File: config.mk
export PLATFORM = sky130hd
export DESIGN_NAME = instr_fetch_unit
export DESIGN_NICKNAME = d
export VERILOG_FILES = /design/src/rtl/instr_fetch_unit.sv
export SDC_FILE = /design/constraint.sdc
export NUM_CORES = 1
export LEC_CHECK = 0
export CAP_MARGIN = 20
export CORE_AREA = 2 2 147 149
export DETAILED_ROUTE_END_ITERATION = 12
export DIE_AREA = 0 0 149 151
export SLEW_MARGIN = 20
export SYNTH_ARGS = -nofsm -noshare
export SYNTH_HDL_FRONTEND = slang
export SYNTH_SLANG_ARGS = --single-unit
File: constraint.sdc
create_clock -name CLOCK_50 -period 2.8 [get_ports CLOCK_50]
set_input_delay 0.28 -clock CLOCK_50 [delete_from_list [all_inputs] [get_ports CLOCK_50]]
set_output_delay 0.28 -clock CLOCK_50 [all_outputs]
set_load 0.01 [all_outputs]
File: src/rtl/instr_fetch_unit.sv
// Fetch stage: walks fetch PC, one outstanding ROM request, FWFT instruction FIFO; FETCH_STATS_EN adds counters.
// Latency: a ROM word is visible on instr_valid the cycle after rom_valid; min 3 cycles per instruction.
// Backpressure: instr_ready low fills the FIFO, then fetch stalls in FETCH until a slot frees.

// Generic FIFO with a registered head word that holds its last value when empty.
// Latency: push visible on head_vld_o/head_dat_o the next cycle; flush empties in one cycle.
// Backpressure: caller must not push when full_o; pop when empty is ignored.
module fifo #(
    parameter int unsigned WIDTH = 8,
    parameter int unsigned DEPTH = 4
) (
    input  logic             clk_i,
    input  logic             rst_i,
    input  logic             flush_i,
    input  logic             push_vld_i,
    input  logic [WIDTH-1:0] push_dat_i,
    input  logic             pop_rdy_i,
    output logic             head_vld_o,
    output logic [WIDTH-1:0] head_dat_o,
    output logic             full_o
);
    localparam int unsigned AW = $clog2(DEPTH);
    localparam int unsigned CW = AW + 1;
    localparam logic [CW-1:0] FULL_CNT = DEPTH[CW-1:0];

    logic [WIDTH-1:0] mem_q [DEPTH];
    logic [AW-1:0]    wr_ptr_q, wr_ptr_d, rd_ptr_q, rd_ptr_d;
    logic [CW-1:0]    cnt_q, cnt_d;
    logic [WIDTH-1:0] head_q, head_d;
    logic             push, pop;

    assign push = push_vld_i && !flush_i;
    assign pop  = pop_rdy_i && (cnt_q != '0) && !flush_i;

    always_comb begin
        wr_ptr_d = wr_ptr_q;
        rd_ptr_d = rd_ptr_q;
        cnt_d    = cnt_q;
        head_d   = head_q;
        if (flush_i) begin
            wr_ptr_d = '0;
            rd_ptr_d = '0;
            cnt_d    = '0;
        end else begin
            if (push) wr_ptr_d = wr_ptr_q + AW'(1);
            if (pop)  rd_ptr_d = rd_ptr_q + AW'(1);
            cnt_d = cnt_q + CW'(push) - CW'(pop);
            // The head register tracks whichever entry will be at the front after this edge.
            if (pop) begin
                if (cnt_q == CW'(1)) begin
                    if (push) head_d = push_dat_i;
                end else begin
                    head_d = mem_q[rd_ptr_d];
                end
            end else if ((cnt_q == '0) && push) begin
                head_d = push_dat_i;
            end
        end
    end

    always_ff @(posedge clk_i or posedge rst_i) begin
        if (rst_i) begin
            wr_ptr_q <= '0;
            rd_ptr_q <= '0;
            cnt_q    <= '0;
            head_q   <= '0;
        end else begin
            wr_ptr_q <= wr_ptr_d;
            rd_ptr_q <= rd_ptr_d;
            cnt_q    <= cnt_d;
            head_q   <= head_d;
        end
    end

    always_ff @(posedge clk_i) begin
        if (push) mem_q[wr_ptr_q] <= push_dat_i;
    end

    assign head_vld_o = (cnt_q != '0);
    assign head_dat_o = head_q;
    assign full_o     = (cnt_q == FULL_CNT);
endmodule

module instr_fetch_unit #(
    parameter int unsigned PC_WIDTH = 5,
    parameter int unsigned DEPTH    = 4,
    parameter int unsigned RESET_PC = 0,
    parameter int unsigned PC_LIMIT = 6
) (
    input  logic                CLOCK_50,
    input  logic                reset,
    output logic                rom_req,
    output logic [PC_WIDTH-1:0] rom_addr,
    input  logic                rom_valid,
    input  logic [31:0]         rom_rdata,
    output logic                instr_valid,
    input  logic                instr_ready,
    output logic [31:0]         instr,
    output logic [PC_WIDTH-1:0] instr_pc,
    input  logic                redirect,
    input  logic [PC_WIDTH-1:0] redirect_pc,
`ifdef FETCH_STATS_EN
    output logic [15:0]         stat_fetched,
    output logic [15:0]         stat_dropped,
`endif
    output logic                halted
);
    typedef enum logic [1:0] {FETCH, WAIT, HALT} state_t;

    localparam logic [PC_WIDTH-1:0] RST_PC = RESET_PC[PC_WIDTH-1:0];
    localparam logic [PC_WIDTH-1:0] PC_ONE = {{(PC_WIDTH-1){1'b0}}, 1'b1};
    localparam logic [PC_WIDTH:0]   LIMIT  = PC_LIMIT[PC_WIDTH:0];

    state_t              state_q, state_d;
    logic [PC_WIDTH-1:0] fetch_pc_q, fetch_pc_d;
    logic                discard_q, discard_d;
    logic                rom_req_q, rom_req_d;
    logic [PC_WIDTH-1:0] rom_addr_q, rom_addr_d;
    logic                push, drop, at_limit, fifo_full;

    assign at_limit = ({1'b0, fetch_pc_q} >= LIMIT);

    always_comb begin
        state_d    = state_q;
        fetch_pc_d = fetch_pc_q;
        discard_d  = discard_q;
        rom_req_d  = 1'b0;
        rom_addr_d = rom_addr_q;
        push       = 1'b0;
        drop       = 1'b0;
        if (redirect) begin
            fetch_pc_d = redirect_pc;
            state_d    = FETCH;
            // An in-flight request cannot be cancelled: wait it out and throw the word away.
            if (state_q == WAIT) begin
                if (rom_valid) begin
                    drop      = 1'b1;
                    discard_d = 1'b0;
                end else begin
                    discard_d = 1'b1;
                    state_d   = WAIT;
                end
            end
        end else begin
            case (state_q)
                FETCH: begin
                    if (at_limit) begin
                        state_d = HALT;
                    end else if (!fifo_full) begin
                        rom_req_d  = 1'b1;
                        rom_addr_d = fetch_pc_q;
                        state_d    = WAIT;
                    end
                end
                WAIT: begin
                    if (rom_valid) begin
                        state_d = FETCH;
                        if (discard_q) begin
                            drop      = 1'b1;
                            discard_d = 1'b0;
                        end else begin
                            push       = 1'b1;
                            fetch_pc_d = fetch_pc_q + PC_ONE;
                        end
                    end
                end
                HALT:    state_d = HALT;
                default: state_d = FETCH;
            endcase
        end
    end

    always_ff @(posedge CLOCK_50 or posedge reset) begin
        if (reset) begin
            state_q    <= FETCH;
            fetch_pc_q <= RST_PC;
            discard_q  <= 1'b0;
            rom_req_q  <= 1'b0;
            rom_addr_q <= RST_PC;
        end else begin
            state_q    <= state_d;
            fetch_pc_q <= fetch_pc_d;
            discard_q  <= discard_d;
            rom_req_q  <= rom_req_d;
            rom_addr_q <= rom_addr_d;
        end
    end

    fifo #(
        .WIDTH (PC_WIDTH + 32),
        .DEPTH (DEPTH)
    ) u_fifo (
        .clk_i      (CLOCK_50),
        .rst_i      (reset),
        .flush_i    (redirect),
        .push_vld_i (push),
        .push_dat_i ({fetch_pc_q, rom_rdata}),
        .pop_rdy_i  (instr_ready),
        .head_vld_o (instr_valid),
        .head_dat_o ({instr_pc, instr}),
        .full_o     (fifo_full)
    );

    assign rom_req  = rom_req_q;
    assign rom_addr = rom_addr_q;
    assign halted   = at_limit && (state_q != WAIT);

`ifdef FETCH_STATS_EN
    logic [15:0] fetched_q, dropped_q;

    always_ff @(posedge CLOCK_50 or posedge reset) begin
        if (reset) begin
            fetched_q <= '0;
            dropped_q <= '0;
        end else begin
            if (push && (fetched_q != 16'hFFFF)) fetched_q <= fetched_q + 16'd1;
            if (drop && (dropped_q != 16'hFFFF)) dropped_q <= dropped_q + 16'd1;
        end
    end

    assign stat_fetched = fetched_q;
    assign stat_dropped = dropped_q;
`endif
endmodule

Word-level counts from Yosys, hierarchy flattened:

Memories as Yosys holds them, arrays and structs flattened.
Index checks and enable logic that the tools add are counted.

* add/subtract/negate cells: 5
* magnitude comparators: 1
* eq/ne operators: 9
* mux-type cells: 36
* bitwise gates (word level): 3
* reductions and logical operators: 18

Operators with widths (number)
* $mux 37: 4
* $mux 5: 4
* $mux 2: 9
* $mux 1: 17
* $reduce_bool 2->1: 4
* $pmux 2 s3: 1
* $reduce_and 3->1: 2
* $add 5x1->5 const B: 1
* $ge 5x3->1 const B: 1
* $logic_and 1x1->1: 5
* $add 2x1->2 const B: 2
* $ne 4x4->1 const B: 1
* $reduce_and 2->1: 2
* $reduce_and 4->1: 1
* $add 3x1->3: 1
* $eq 3x1->1 const B: 1
* $eq 3x3->1 const B: 1
* $logic_not 3->1: 1
* $mux 3: 1
* $ne 3x2->1 const B: 1
* $ne 3x3->1 const B: 1
* $not 1->1: 3
* $reduce_bool 3->1: 1
* $sub 3x1->3: 1
* other kinds (6): 6

* flip-flop bits (word level): 58
* memory bits (writable): 148
* output and inout bits: 45
* word-level logic and storage cells: 82
* memories kept: 1

Memory list
* u_fifo.mem_q: depth 4, width 37, read ports 1, clocked after Yosys merged registers in 0, write ports 1, RTL line 26 `logic [WIDTH-1:0] mem_q [DEPTH];`

Longest topological paths before layout:

Gate-level depths: netlist of the first run.

* depth in word-level cells: 8
* depth in mapped cells: 12
* mapped depth without buffers: 11

Modules after synthesis:

From an unflattened synthesis of the first run, not the netlist that was laid out.

* cell total of the unflattened synthesis: 710
* area total of the unflattened synthesis: 9152.5 um^2

Modules (own cells, without submodules)
* fifo: times used 1, cells an instance 645, area an instance 8496.9 um^2, seq. area each 5545.3 um^2
* instr_fetch_unit: times used 1, cells an instance 65, area an instance 655.6 um^2, seq. area each 350.3 um^2

Worst setup path after synthesis of the first run:

Ideal clock, no wire load.

* path type: reg-to-reg
* from: register state_q[1]
* to: memory u_fifo.mem_q[0][0] (netlist bit) (enable)
* library setup time: 0.398 ns
* data arrival time: 1.972 ns
* data required time: 2.402 ns
* slack: 0.430 ns
* stages on the path, launching flop included: 4
* cells stage by stage: dfrtp_1 and4bb_1 buf_1 and3_1

* cells in the longest elaborated chain, start to end: 6

RTL lines
* start: declaration: RTL line 114 `state_t state_q, state_d;`
* start signal: assignment: RTL line 181 `state_q <= state_d;`
* $eq 2x1->1: RTL line 145 `case (state_q)`
* $mux 1: RTL line 145
* $mux 1: RTL line 131 `if (redirect) begin`
* $logic_and 1x1->1: RTL line 32 `assign push = push_vld_i && !flush_i;`
* $mux 1: RTL line 76 `if (push) mem_q[wr_ptr_q] <= push_dat_i;`
* $mux 1 (implied by the code): RTL line 76
* end: declaration: RTL line 26

No other way between the ends.

Worst setup path after layout of the first run:

* from: register fetch_pc_q[0]
* to: output port halted

* cells in the longest elaborated chain, start to end: 2

RTL lines
* start: declaration: RTL line 115 `logic [PC_WIDTH-1:0] fetch_pc_q, fetch_pc_d;`
* start signal: assignment: RTL line 182 `fetch_pc_q <= fetch_pc_d;`
* $ge 5x3->1: RTL line 121 `assign at_limit = ({1'b0, fetch_pc_q} >= LIMIT);`
* $logic_and 1x1->1: RTL line 206 `assign halted = at_limit && (state_q != WAIT);`
* end: declaration: RTL line 106 `output logic halted`

No other way between the ends.

==> run metrics, run 1 <==
CTS tree=built; router iterations before antenna repair=6; share of cells above drive strength 1=approximately 15%; worst min path class=primary input to asynchronous set/reset pin; Worst-path clk slew=approximately 0.060 ns; Avg Cell Area, Syn=approximately 16 µm²; DRC violations left=0; initial antenna violation count=0; placed cell count=just over 900; WL/cell=approximately 22 µm; area taken by multi-input logic gates=a little over 3000 µm²; row count=53; die width=approximately 150 µm; final setup vio count=0; CTS Hold Bufs=0; final hold viol count=0; routability cong.=about 0.69; RSZ-0062 raised after global routing=no; skew final=about 0.014 ns; post-route ant nets=0; P per Cell Area=between 700 and 800 nW/µm²; TNS Setup=0 ns; largest net degree at the start of global routing=76; vias per inst=5.76; worst setup path class=flop to primary output; most common cell after layout, fill and taps aside=edfxtp_1; Pins Over Slew Limit=0; Final WS setup=roughly 0.4 ns; final WL=roughly 21000 µm; CTS root buf=clkbuf_16; first-pass GRT wire length=around 33000 µm; 1st-iter DRT viols=about 300; die height=151 µm; Starting Density=between 40% and 50%; cell count after synthesis=a little under 600; critical path endpoint category=primary output; Worst VDD drop=approximately 0.45 mV; IO Pins=87; Netlist Area Pre-Place=approximately 9300 µm²; cell taking the most area after synthesis=edfxtp_1; synth top area cells=edfxtp_1 (48%), dfrtp_1 (16%), mux4_2 (8.8%); fin nets=roughly 730; #FFs+latches synth=approximately 200; Post-Syn Nets=~650; vias in the first global route=~6200; FF+latch area=between 5000 and 6000 µm²; maxcap violations=0; commonest non-fill, non-tap cells in the layout=edfxtp_1 (148), clkdlybuf4s50_1 (86), mux2i_1 (77); GRT Total Usage=about a fifth; post-CTS setup buffers=0; Post-DP HPWL=about 12000 µm; Tcrit/Tclk final=between 80 and 90%; Final Power=8.93 mW; clk_lat worst skew=roughly 0.5 ns; Final min period=2.40 ns; CP Launch Type=flop; synth unique cells=40; IO buf count=86; Core ar.=about 21000 µm²; Die ar.=~22000 µm²; Post-CTS Resized=0; total global routing overflow=0; Finished Layout Cells=between 900 and 1000; max_slew headroom=between 50 and 60%; crit path max fanout=10; FMAX=417 MHz; top cell type's share of synthesized area=between 40% and 50%; area grow syn2layout=21.8%; H-tree depth=1; fill cell count=1696; Slew @ Worst Pin=between 0.6 and 0.7 ns; Lkg Pwr=between 4 and 5 nW; deepest clock path buffer count=3; via count=5600; CTS Sinks=slightly above 200; final core utilization=54.1%; Warnings, synthesis=0; Seq/Total Area, Yosys=about 64%; total CTS buffers=22; CP Data Arrival Time=around 2.1 ns; status=finished clean; dpl ws=between 0.3 and 0.4 ns; Req. time, crit path=around 2.5 ns
worst max-delay path: stages (launching register included):
cell and delay, ns:
dfrtp_1 0.51, inv_1 0.08, ha_1 0.20, o21ai_0 0.24
a21oi_1 0.11, clkdlybuf4s50_1 0.48
power breakdown:
part	leakage (nW)	internal [mW]	switching (mW)
Clock	0.368	1.87	1.13
Combinational	1.90	1.11	0.938
Sequential	2.05	3.62	0.264
Total	4.32	6.60	2.33
logic make-up (layout without fill, tap and decap cells):
kind of cell             Yosys count  in the layout  share of synthesized area (%)
AND/OR/NAND/NOR                  112            112                           5.83
XOR/XNOR                           8              8                          0.757
buffers and inverters             54            156                           3.25
AO/OA/AOI/OAI                     89             89                           7.57
flip-flops                       206            206                           63.7
other                              0              1                              0
adder cells (fa/ha/maj)            9              9                           1.30
multiplexers                     117            117                           17.6
layer usage:
| layer | vias up | routed length, µm | track usage [%] |
|---|---|---|---|
| met5 | - | 0 | 0 |
| met4 | 0 | 442 | 5.14 |
| met3 | 34 | 1030 | 2.92 |
| met2 | 163 | 10400 | 33.2 |
| met1 | 2890 | 9100 | 25.6 |
| li1 | 2513 | - | - |
area by class of cell:
class                           instances  area share, %
Multi-Input combinational cell        335           27.5
Tap cell                              275           3.05
Antenna cell                            1         0.0222
Clock buffer                           28           5.27
Timing Repair Buffer                  104           10.1
Inverter                               12          0.400
Sequential cell                       206           52.4
Clock inverter                         12           1.38
synthesized netlist by cell type (all sizes together):
master   count
fa           1
buf         27
and2         1
nand3b       1
a21o         1
nand2b       1
and2b        2
o211ai      36
mux2         4
mux4        36
a211o       36
inv         12
nor3b        1
nand4        2
ha           8
a21oi        6
nand3        1
a2111oi      1
xnor2        5
nor2        11
and3         4
dfrtp       58
o21ai        8
mux2i       77
and4bb       1
nand2       47
nor3        38
edfxtp     148
clkbuf      15
o22ai        1
nor2b        2
xor2         3
metrics by stage:
step | hold WS, ns | cell area [µm²]
2_1_floorplan | 0.366 | 9250
4_1_cts | 0.0915 | 11300
6_report | 0.0912 | 11300
3_5_place_dp | 0.483 | 10500
5_1_grt | 0.115 | 11300
3_3_place_gp | 0.474 | 10500
final timing paths:
path	from	end	slack (ns)	cells after the start
worst max-delay path	fetch_pc_q[0]$_DFFE_PP0P_	halted	0.40	5
worst min-delay path	reset	u_fifo.head_dat_o[6]$_DFFE_PP0P_	0.09	2
worst max register to register	fetch_pc_q[0]$_DFFE_PP0P_	rom_addr[2]$_DFFE_PP0P_	0.51	6
worst min register to register	rom_addr[3]$_DFFE_PP0P_	rom_addr[3]$_DFFE_PP0P_	0.50	1
max in group asynchronous	reset	u_fifo.rd_ptr_q[1]$_DFF_PP0_	2.05	3
min in group CLOCK_50	redirect_pc[1]	fetch_pc_q[1]$_DFFE_PP0P_	0.36	3
registers in the layout, summed over array words and instances, names as in the netlist:
signal,cells
discard_q,1
fetch_pc_q,5
rom_addr,5
rom_req,1
state_q,2
u_fifo.cnt_q,3
u_fifo.head_dat_o,37
u_fifo.mem_q,148
u_fifo.rd_ptr_q,2
u_fifo.wr_ptr_q,2
(Power assumes the default switching activity.)
==> inputs of run 2 (changes only) <==
- CTS_CLUSTER_DIAMETER: default -> 60
==> run metrics, run 2 (synthesis results as in run 1) <==
status=finished clean; max_slew headroom=56.9%; die width=approximately 150 µm; first-pass GRT wire length=between 30000 and 40000 µm; vias in the first global route=6053; FMAX=slightly above 400 MHz; deepest clock path buffer count=3; CP peak stage delay=0.52 ns; Req. time, crit path=about 2.5 ns; Starting Density=~44%; final hold viol count=0; Die ar.=between 20000 and 25000 µm²; commonest non-fill, non-tap cells in the layout=edfxtp_1 (148), clkdlybuf4s50_1 (86), mux2i_1 (77); post-route ant nets=0; Post-DP HPWL=between 10000 and 15000 µm; total global routing overflow=0; RSZ-0062 raised after global routing=no; router iterations before antenna repair=4; clk_lat worst skew=about 0.50 ns; Pins Over Slew Limit=0; H-tree depth=1; TNS Setup=0 ns; critical path, cell by cell=inv_1 -> ha_1 -> o21ai_0 -> a21oi_1 -> clkdlybuf4s50_1; max FFs per register=around 150; Worst-path clk slew=~0.06 ns; 1st-iter DRT viols=248; worst min path class=primary input to asynchronous set/reset pin; die height=around 150 µm; final WL=21000 µm; CTS root buf=clkbuf_16; hold slack=0.0873 ns; vias per inst=between 5 and 6; via count=5564; CTS Hold Bufs=0; worst setup path class=flop to primary output; IO buf count=86; maxcap violations=0; P per Cell Area=about 780 nW/µm²; DRC violations left=0; Worst VDD drop=approximately 0.39 mV; cells on worst reg2reg path=6; CP Launch Type=flop; most common cell after layout, fill and taps aside=edfxtp_1; flop2flop setup slack=0.49 ns; Tcrit/Tclk final=between 80% and 90%; Placed Instance Area=10500 µm²; IO Pins=87; WL/cell=around 22 µm; CTS tree=built; largest net degree at the start of global routing=76; initial antenna violation count=0; skew final=between 0.009 and 0.01 ns; post-CTS setup buffers=0; final setup vio count=0; total CTS buffers=23; Lkg Pwr=between 4 and 5 nW; CTS Sinks=about 210; routability cong.=about 0.69; share of cells above drive strength 1=15.0%; crit path max fanout=10; GRT Total Usage=a little under a fifth; CP Data Arrival Time=2.13 ns; CP max-delay cell=dfrtp_1; critical path endpoint category=primary output; row count=53; area grow syn2layout=21.2%; fin nets=approximately 730; Largest Register=u_fifo.mem_q; Post-CTS Resized=0; worst reg2reg startpoint=fetch_pc_q[0]$_DFFE_PP0P_; Core ar.=about 21000 µm²; Final min period=approximately 2.4 ns; Worst R2R End=rom_addr[2]$_DFFE_PP0P_; Slew @ Worst Pin=0.646 ns; fin area=11200 µm²
## run 2: cell types whose count changed in the layout (fill, tap and decap cells not counted), sizes merged
cell,delta
inv,+1
clkbuf,+5
clkinv,-2
bufinv,-4
clkinvlp,+1
## run 2: worst max-delay path by stage
stage / slack (ns) / start / to
5_1_grt: 0.19 / fetch_pc_q[0]$_DFFE_PP0P_ / halted
3_3_place_gp: 0.39 / instr_ready / u_fifo.head_dat_o[2]$_DFFE_PP0P_
3_5_place_dp: 0.37 / redirect / u_fifo.head_dat_o[14]$_DFFE_PP0P_
4_1_cts: 0.37 / fetch_pc_q[0]$_DFFE_PP0P_ / halted
6_report: 0.39 / fetch_pc_q[0]$_DFFE_PP0P_ / halted
2_1_floorplan: 0.43 / state_q[1]$_DFFE_PP0P_ / u_fifo.mem_q[0][0]$_DFFE_PP_
## run 2: final cells by class
cell class	count	area [µm²]
Fill cell	1715	9610
Sequential cell	206	5900
Multi-Input combinational cell	335	3090
Timing Repair Buffer	104	1130
Clock buffer	33	653
Tap cell	275	344
Clock inverter	8	46.3
Inverter	12	45.0
Antenna cell	1	2.50
## run 2: critical path, delay by kind of cell, from the launching register on
family,cells,cell delay (ns)
AOI/OAI and AO/OA,2,0.35
adders and majority gates,1,0.20
DFF,1,0.52
buffers and inverters,2,0.56
## run 2: power breakdown
group / total [mW] / leakage [nW] / internal [mW] / switching (mW)
clock network: 2.77 / 0.341 / 1.62 / 1.15
logic: 2.05 / 1.90 / 1.11 / 0.941
registers: 3.89 / 2.05 / 3.62 / 0.266
total: 8.71 / 4.30 / 6.35 / 2.36
## run 2: metrics by stage
step	utilization [%]	power (mW)	setup WS [ns]	cells
2_1_floorplan	-	4.99	0.430	595
3_3_place_gp	50.5	5.96	0.386	932
3_5_place_dp	50.5	6.02	0.373	932
4_1_cts	53.9	8.80	0.368	973
5_1_grt	53.9	9.13	0.185	973
6_report	53.9	8.71	0.389	974
## run 2: routing by layer
metal  up-vias  GRT usage [%]  routed length (µm)  part of all wire (%)
li1       2505              -                   -                     -
met3        27           2.89                 984                   4.7
met4         0           5.33                 345                   1.6
met1      2887           25.5                9180                    44
met2       145           33.1               10500                    50
met5         -              0                   0                     0
